<file path="src/rtl/lsu_pipe_fu.sv">
// Pipelined load/store FU: DMEM requests with fixed latency, flushable metadata and a credit-limited response FIFO.
// Optional LSU_MISALIGN_EXC_EN: misaligned H/W accesses skip DMEM and complete with wb_exc_o set.

package lsu_pipe_fu_pkg;
  localparam int TAG_W = 5;
  localparam int PRD_W = 6;

  typedef enum logic [1:0] {LS_B = 2'd0, LS_H = 2'd1, LS_W = 2'd2} ls_size_t;

  typedef struct packed {
    logic             is_load;
    logic             is_store;
    ls_size_t         ls_size;
    logic             unsigned_load;
    logic [31:0]      imm;
    logic [TAG_W-1:0] rob_tag;
    logic [PRD_W-1:0] prd;
    logic             rd_used;
  } rs_entry_t;

  typedef struct packed {
    logic             valid;
    logic [TAG_W-1:0] rob_tag;
    logic             rd_used;
    logic [PRD_W-1:0] prd;
    logic [31:0]      data;
  } wb_pkt_t;
endpackage

module lsu_pipe_fu
  import lsu_pipe_fu_pkg::*;
#(
  parameter int MEM_LAT    = 2,
  parameter int RESP_DEPTH = 4
) (
  input  logic        clk,
  input  logic        rst_n,
  input  logic        flush_i,
  input  logic        issue_valid_i,
  output logic        issue_ready_o,
  input  rs_entry_t   entry_i,
  input  logic [31:0] src1_i,
  input  logic [31:0] src2_i,
  output logic        dmem_en_o,
  output logic        dmem_we_o,
  output logic [31:0] dmem_addr_o,
  output logic [31:0] dmem_wdata_o,
  output logic [3:0]  dmem_be_o,
  output ls_size_t    dmem_size_o,
  input  logic        dmem_rvalid_i,
  input  logic [31:0] dmem_rdata_i,
  output wb_pkt_t     wb_o,
  input  logic        wb_ready_i,
  output logic        wb_exc_o
);

  typedef struct packed {
    logic             v;
    logic             is_load;
    logic             rd_used;
    logic [TAG_W-1:0] rob_tag;
    logic [PRD_W-1:0] prd;
    ls_size_t         size;
    logic             uns;
    logic [1:0]       off;
    logic             exc;
  } meta_t;

  typedef struct packed {
    logic    exc;
    wb_pkt_t pkt;
  } resp_t;

  localparam int PTR_W = (RESP_DEPTH > 1) ? $clog2(RESP_DEPTH) : 1;
  localparam int CNT_W = $clog2(RESP_DEPTH + MEM_LAT + 1);

  meta_t            meta_q [MEM_LAT];
  meta_t            meta_d [MEM_LAT];
  resp_t            fifo_q [RESP_DEPTH];
  resp_t            fifo_d [RESP_DEPTH];
  logic [PTR_W-1:0] rd_ptr_q, rd_ptr_d, wr_ptr_q, wr_ptr_d;
  logic [CNT_W-1:0] cnt_q, cnt_d, outstanding;

  logic [31:0] addr, load_data;
  logic        misalign, accept, resp_valid, fifo_empty, push, pop;
  meta_t       last;
  resp_t       resp;

  function automatic logic [PTR_W-1:0] ptr_inc(input logic [PTR_W-1:0] p);
    return (p == PTR_W'(RESP_DEPTH - 1)) ? '0 : p + 1'b1;
  endfunction

  assign addr = src1_i + entry_i.imm;

`ifdef LSU_MISALIGN_EXC_EN
  assign misalign = (entry_i.ls_size == LS_H && addr[0]) ||
                    (entry_i.ls_size == LS_W && addr[1:0] != 2'b00);
`else
  assign misalign = 1'b0;
`endif

  // Credits cover every request still in the pipe plus every parked response.
  always_comb begin
    outstanding = cnt_q;
    for (int k = 0; k < MEM_LAT; k++) outstanding = outstanding + CNT_W'(meta_q[k].v);
  end

  assign issue_ready_o = rst_n && !flush_i && (outstanding < CNT_W'(RESP_DEPTH));
  assign accept        = issue_valid_i && issue_ready_o;
  assign dmem_en_o     = accept && !misalign;
  assign dmem_we_o     = entry_i.is_store;
  assign dmem_addr_o   = addr;
  assign dmem_size_o   = entry_i.ls_size;

  always_comb begin
    dmem_wdata_o = src2_i;
    dmem_be_o    = 4'b1111;
    case (entry_i.ls_size)
      LS_B: begin
        dmem_wdata_o = {4{src2_i[7:0]}};
        dmem_be_o    = 4'b0001 << addr[1:0];
      end
      LS_H: begin
        dmem_wdata_o = {2{src2_i[15:0]}};
        dmem_be_o    = 4'b0011 << addr[1:0];
      end
      default: ;
    endcase
  end

  assign last       = meta_q[MEM_LAT-1];
  assign resp_valid = last.v && !flush_i && (dmem_rvalid_i || last.exc);

  always_comb begin
    load_data = dmem_rdata_i;
    case (last.size)
      LS_B: begin
        load_data[31:8] = {24{dmem_rdata_i[{last.off, 3'b000} + 7] && !last.uns}};
        load_data[7:0]  = dmem_rdata_i[{last.off, 3'b000} +: 8];
      end
      LS_H: begin
        load_data[31:16] = {16{dmem_rdata_i[{last.off[1], 4'b0000} + 15] && !last.uns}};
        load_data[15:0]  = dmem_rdata_i[{last.off[1], 4'b0000} +: 16];
      end
      default: ;
    endcase
  end

  // Stores, excepting ops and loads without a destination all carry a zero result.
  always_comb begin
    resp             = '0;
    resp.pkt.valid   = 1'b1;
    resp.pkt.rob_tag = last.rob_tag;
    if (last.exc) begin
      resp.exc = 1'b1;
    end else if (last.is_load) begin
      resp.pkt.rd_used = last.rd_used;
      resp.pkt.prd     = last.prd;
      resp.pkt.data    = last.rd_used ? load_data : 32'd0;
    end
  end

  assign fifo_empty = (cnt_q == '0);
  assign push       = resp_valid && !(fifo_empty && wb_ready_i);
  assign pop        = !fifo_empty && wb_ready_i && !flush_i;

  always_comb begin
    if (fifo_empty) begin
      wb_o       = resp.pkt;
      wb_o.valid = resp_valid;
      wb_exc_o   = resp.exc && resp_valid;
    end else begin
      wb_o       = fifo_q[rd_ptr_q].pkt;
      wb_o.valid = !flush_i;
      wb_exc_o   = fifo_q[rd_ptr_q].exc && !flush_i;
    end
  end

  always_comb begin
    meta_d[0] = '0;
    if (accept) begin
      meta_d[0].v       = 1'b1;
      meta_d[0].is_load = entry_i.is_load;
      meta_d[0].rd_used = entry_i.rd_used;
      meta_d[0].rob_tag = entry_i.rob_tag;
      meta_d[0].prd     = entry_i.prd;
      meta_d[0].size    = entry_i.ls_size;
      meta_d[0].uns     = entry_i.unsigned_load;
      meta_d[0].off     = addr[1:0];
      meta_d[0].exc     = misalign;
    end
    for (int k = 1; k < MEM_LAT; k++) meta_d[k] = meta_q[k-1];

    fifo_d   = fifo_q;
    rd_ptr_d = rd_ptr_q;
    wr_ptr_d = wr_ptr_q;
    if (push) begin
      fifo_d[wr_ptr_q] = resp;
      wr_ptr_d         = ptr_inc(wr_ptr_q);
    end
    if (pop) rd_ptr_d = ptr_inc(rd_ptr_q);
    cnt_d = cnt_q + CNT_W'(push) - CNT_W'(pop);

    if (flush_i) begin
      for (int k = 0; k < MEM_LAT; k++) meta_d[k] = '0;
      rd_ptr_d = '0;
      wr_ptr_d = '0;
      cnt_d    = '0;
    end
  end

  always_ff @(posedge clk or negedge rst_n) begin
    if (!rst_n) begin
      for (int k = 0; k < MEM_LAT; k++) meta_q[k] <= '0;
      for (int i = 0; i < RESP_DEPTH; i++) fifo_q[i] <= '0;
      rd_ptr_q <= '0;
      wr_ptr_q <= '0;
      cnt_q    <= '0;
    end else begin
      meta_q   <= meta_d;
      fifo_q   <= fifo_d;
      rd_ptr_q <= rd_ptr_d;
      wr_ptr_q <= wr_ptr_d;
      cnt_q    <= cnt_d;
    end
  end

  // A live request that reached the end of the pipe must see its fixed-latency response.
  a_rvalid_on_time: assert property (@(posedge clk) disable iff (!rst_n)
    (last.v && !last.exc) |-> dmem_rvalid_i);

endmodule
</file>
<file path="config.mk">
export PLATFORM = sky130hd
export DESIGN_NAME = lsu_pipe_fu
export DESIGN_NICKNAME = d
export VERILOG_FILES = /design/src/rtl/lsu_pipe_fu.sv
export SDC_FILE = /design/constraint.sdc
export NUM_CORES = 1
export LEC_CHECK = 0
export CORE_MARGIN = 2
export CORE_UTILIZATION = 40
export CTS_CLUSTER_SIZE = 25
export DETAILED_ROUTE_END_ITERATION = 10
export PLACE_DENSITY_LB_ADDON = 0.2
export SYNTH_ARGS = -nofsm -noshare
export SYNTH_HDL_FRONTEND = slang
export SYNTH_SLANG_ARGS = --single-unit
</file>
<file path="constraint.sdc">
create_clock -name clk -period 10.3 [get_ports clk]
set_input_delay 3.09 -clock clk [delete_from_list [all_inputs] [get_ports clk]]
set_output_delay 3.09 -clock clk [all_outputs]
set_load 0.02 [all_outputs]
</file>
==> impl_metrics.json <==
{
  "grt_pass1_vias": 10015,
  "fin_worst_skew_ps": 16.8,
  "yosysSeqAreaShare_pct": 44.7,
  "dominantRegCellSynth": "dfrtp_1",
  "outcome": "completed",
  "drive_above_1_share_pct": 14.6,
  "utilization_pct": 52.6,
  "die_width_um": 180,
  "power.density_nw_per_um2": 143,
  "num_antenna_cells": 0,
  "clkPwrFrac_pct": 37.0,
  "ctsRootBufferMaster": "clkbuf_16",
  "dp.final_hpwl_mm": 23.4,
  "hold_buffers": 0,
  "synth_top_family_by_area": "compound AO/OA/AOI/OAI gates",
  "core_um2": 30500,
  "pwr-share-comb_pct": 23.8,
  "vias": 9870,
  "area_growth_pct": 29.8,
  "synth.area.mux_share_pct": 15.5,
  "final_cells": 1844,
  "clock_latency_ps": 520,
  "nets": 1624,
  "ys_ff_latch": 221,
  "ant_nets": 0,
  "synth_edf_count": 0,
  "clkSlewWorstSetupHoldPaths_ps": 60,
  "wire_per_inst_um": 18.4,
  "holdPathStages": 1,
  "grt_max_degree": 75,
  "cts_tree": "done",
  "start_kind": "input port",
  "drc": 0,
  "setup_tns_ps": 0,
  "fill_cells": 2771,
  "intPower_mw": 1.62,
  "drv_slew": 0,
  "dieArea_um2": 32400,
  "yosys.area_share.simple_pct": 13.1,
  "io_pins": 270,
  "dp_slack_ps": 834,
  "dp.cells": 1802,
  "syn-cell-area_um2": 12400,
  "overflow": 0,
  "worstHoldPathType": "reg -> reg",
  "ys_types": 61,
  "leakage_nw": 6.92,
  "period_minus_slack_ps": 9470,
  "rr_worst_depth": 11,
  "crit_start": "entry_i[12]",
  "whs_ps": 452,
  "cts_buffers": 24,
  "power_switching_share_pct": 29.4,
  "reg2reg_to": "cnt_q[2]",
  "arrival_ps": 6380,
  "reg2reg_from": "cnt_q[1]",
  "worst_slew_pin_slew_ps": 1120,
  "max_freq_mhz": 106,
  "rows": 64,
  "h-tree-depth": 1,
  "place.gp.congestion": 0.873,
  "cts_setup_buffers": 0,
  "reg2reg_slack_ps": 7100,
  "clockBufferDepth": 3,
  "drt_pass1_iterations": 5,
  "ctsResizeCount": 0,
  "worstSetupPathType": "in -> out",
  "ys_warn_count": 0,
  "track_usage_pct": 20.8,
  "cp.required_ps": 7210,
  "setup_violations": 0,
  "via_per_inst": 5.35,
  "peakVddDrop_v": 0.000103,
  "grt_pass1_wl_mm": 54.9,
  "drt_iter0_markers": 480,
  "maxCapViolations": 0,
  "finalPower_mw": 2.29,
  "worstHoldStart": "meta_q[38]",
  "portBuffers": 266,
  "routed_wl_mm": 33.9,
  "setup_ws_ps": 832,
  "syn_avg_cell_area_um2": 10.2,
  "die_h_um": 180,
  "synth_compound_area_share_pct": 16.0,
  "hold_violations": 0,
  "hold_end": "last[18]",
  "rsz0062_at_grt": "false",
  "yosys.area_share.xor_xnor_pct": 2.41,
  "power_switching_mw": 0.673,
  "syn_nets": 1402,
  "cts_sinks": 221,
  "seqPwrFrac_pct": 39.2,
  "place_area_um2": 15300,
  "end_kind": "primary output",
  "antenna_found_initial": 0,
  "synthAdderAreaFrac_pct": 4.27,
  "async_flop_share_pct": 100,
  "min_period_over_period_pct": 91.9,
  "maxSlewHeadroom_pct": 25.2,
  "start_util_pct": 40.6,
  "synth_cells": 1210,
  "path_max_fanout": 3,
  "design_area_um2": 16100
}
-- worst max-delay path by stage --
stage                            endpoint  slack [ps]
after detailed placement  dmem_addr_o[28]         830
after CTS                 dmem_addr_o[28]         810
final                     dmem_addr_o[28]         830
after global routing      dmem_addr_o[28]         590
after floorplan           dmem_addr_o[28]        2090
after global placement    dmem_addr_o[28]         830
-- cells in the mapped netlist, types with 3 or more instances --
cell type	count	area share (%)
nor2_1	39	1.2
nand2_1	260	7.9
buf_2	27	1.1
clkbuf_1	44	1.3
o21ai_4	10	1.3
buf_4	13	0.79
mux2_2	73	6.6
o21bai_1	8	0.49
a222oi_1	7	0.57
o211ai_1	4	0.24
a221oi_2	7	0.85
a211oi_1	3	0.18
o21ai_1	58	2.3
ha_1	39	3.9
and3_1	21	1.1
a21o_1	8	0.49
inv_1	18	0.55
o2111ai_1	3	0.21
or3_1	3	0.15
xor2_1	14	0.99
mux2i_1	8	0.65
nor2b_1	24	1.2
buf_1	4	0.12
nor3_1	4	0.16
o21a_1	4	0.24
o21ai_0	97	3.9
o31ai_1	39	2.4
nand3_1	6	0.24
dfrtp_1	221	45
a21oi_1	39	1.6
xnor2_1	20	1.4
a31oi_1	5	0.25
mux4_2	45	8.2
-- placed cells by master (no fill, tap or decap), drive strengths merged, types with 3 or more instances in the layout --
master,count
o21a,4
nand3,6
a21oi,40
inv,18
nand2,260
nor3,5
xor2,14
mux2,73
o21ai,165
and3,21
a222oi,7
mux2i,8
buf,21
o31ai,39
ha,39
dfrtp,221
a221oi,7
or3,3
xnor2,20
a31oi,5
o211ai,4
o21bai,8
mux4,45
a21o,8
o2111ai,3
clkbuf,32
nor2,43
a211oi,4
nor2b,24
clkdlybuf4s50,265
clkinv,7
-- metal layers --
metal  vias to the layer above  global-route usage [%]  routed length (um)
met5                         -                       0                   0
met2                       323                    34.5               15900
li1                       4766                       -                   -
met3                        29                    4.78                2490
met4                         0                    3.84                 386
met1                      4752                    28.2               15100
-- logic make-up (layout without fill, tap and decap cells) --
group | count (synthesis) | after routing
other cells | 1 | 1
compound gates | 304 | 304
buf+inv | 108 | 346
fa+ha+maj | 41 | 41
flops | 221 | 221
mux | 126 | 126
xor+xnor | 34 | 34
simple gates | 375 | 375
-- sequential cells by signal, summed over array words and instances, names as in the netlist --
| name | count |
|---|---|
| last | 19 |
| wr_ptr_q | 2 |
| meta_q | 19 |
| rd_ptr_q | 2 |
| fifo_q | 176 |
| cnt_q | 3 |
-- critical path: stages --
cell and delay [ps]:
clkdlybuf4s50_1 460, ha_1 190, inv_1 60, fa_1 390, nor2b_1 200, o2111ai_1 190, a211oi_1 350, o21ai_0 190
a31oi_1 320, a21oi_1 130, xnor2_1 170, clkdlybuf4s50_1 630
-- final cells by class --
cell class              count  area, um2  area share [%]
inverters                  18       67.6           0.421
well taps                 396        495            3.09
clock inverters            10        114           0.709
flip-flops and latches    221       5530            34.5
clock buffers              32        671            4.18
repair buffers            286       2820            17.5
multi-input cells         881       6360            39.6
-- power groups by stage --
stage	combinational [mW]	sequential, mW	clock [mW]
detailed placement	0.547	0.915	0
finish	0.546	0.898	0.849
global route	0.594	0.901	0.907
CTS	0.552	0.898	0.873
global placement	0.551	0.914	0
floorplan	0.319	0.900	0
Power figures use the tool's default switching activity.
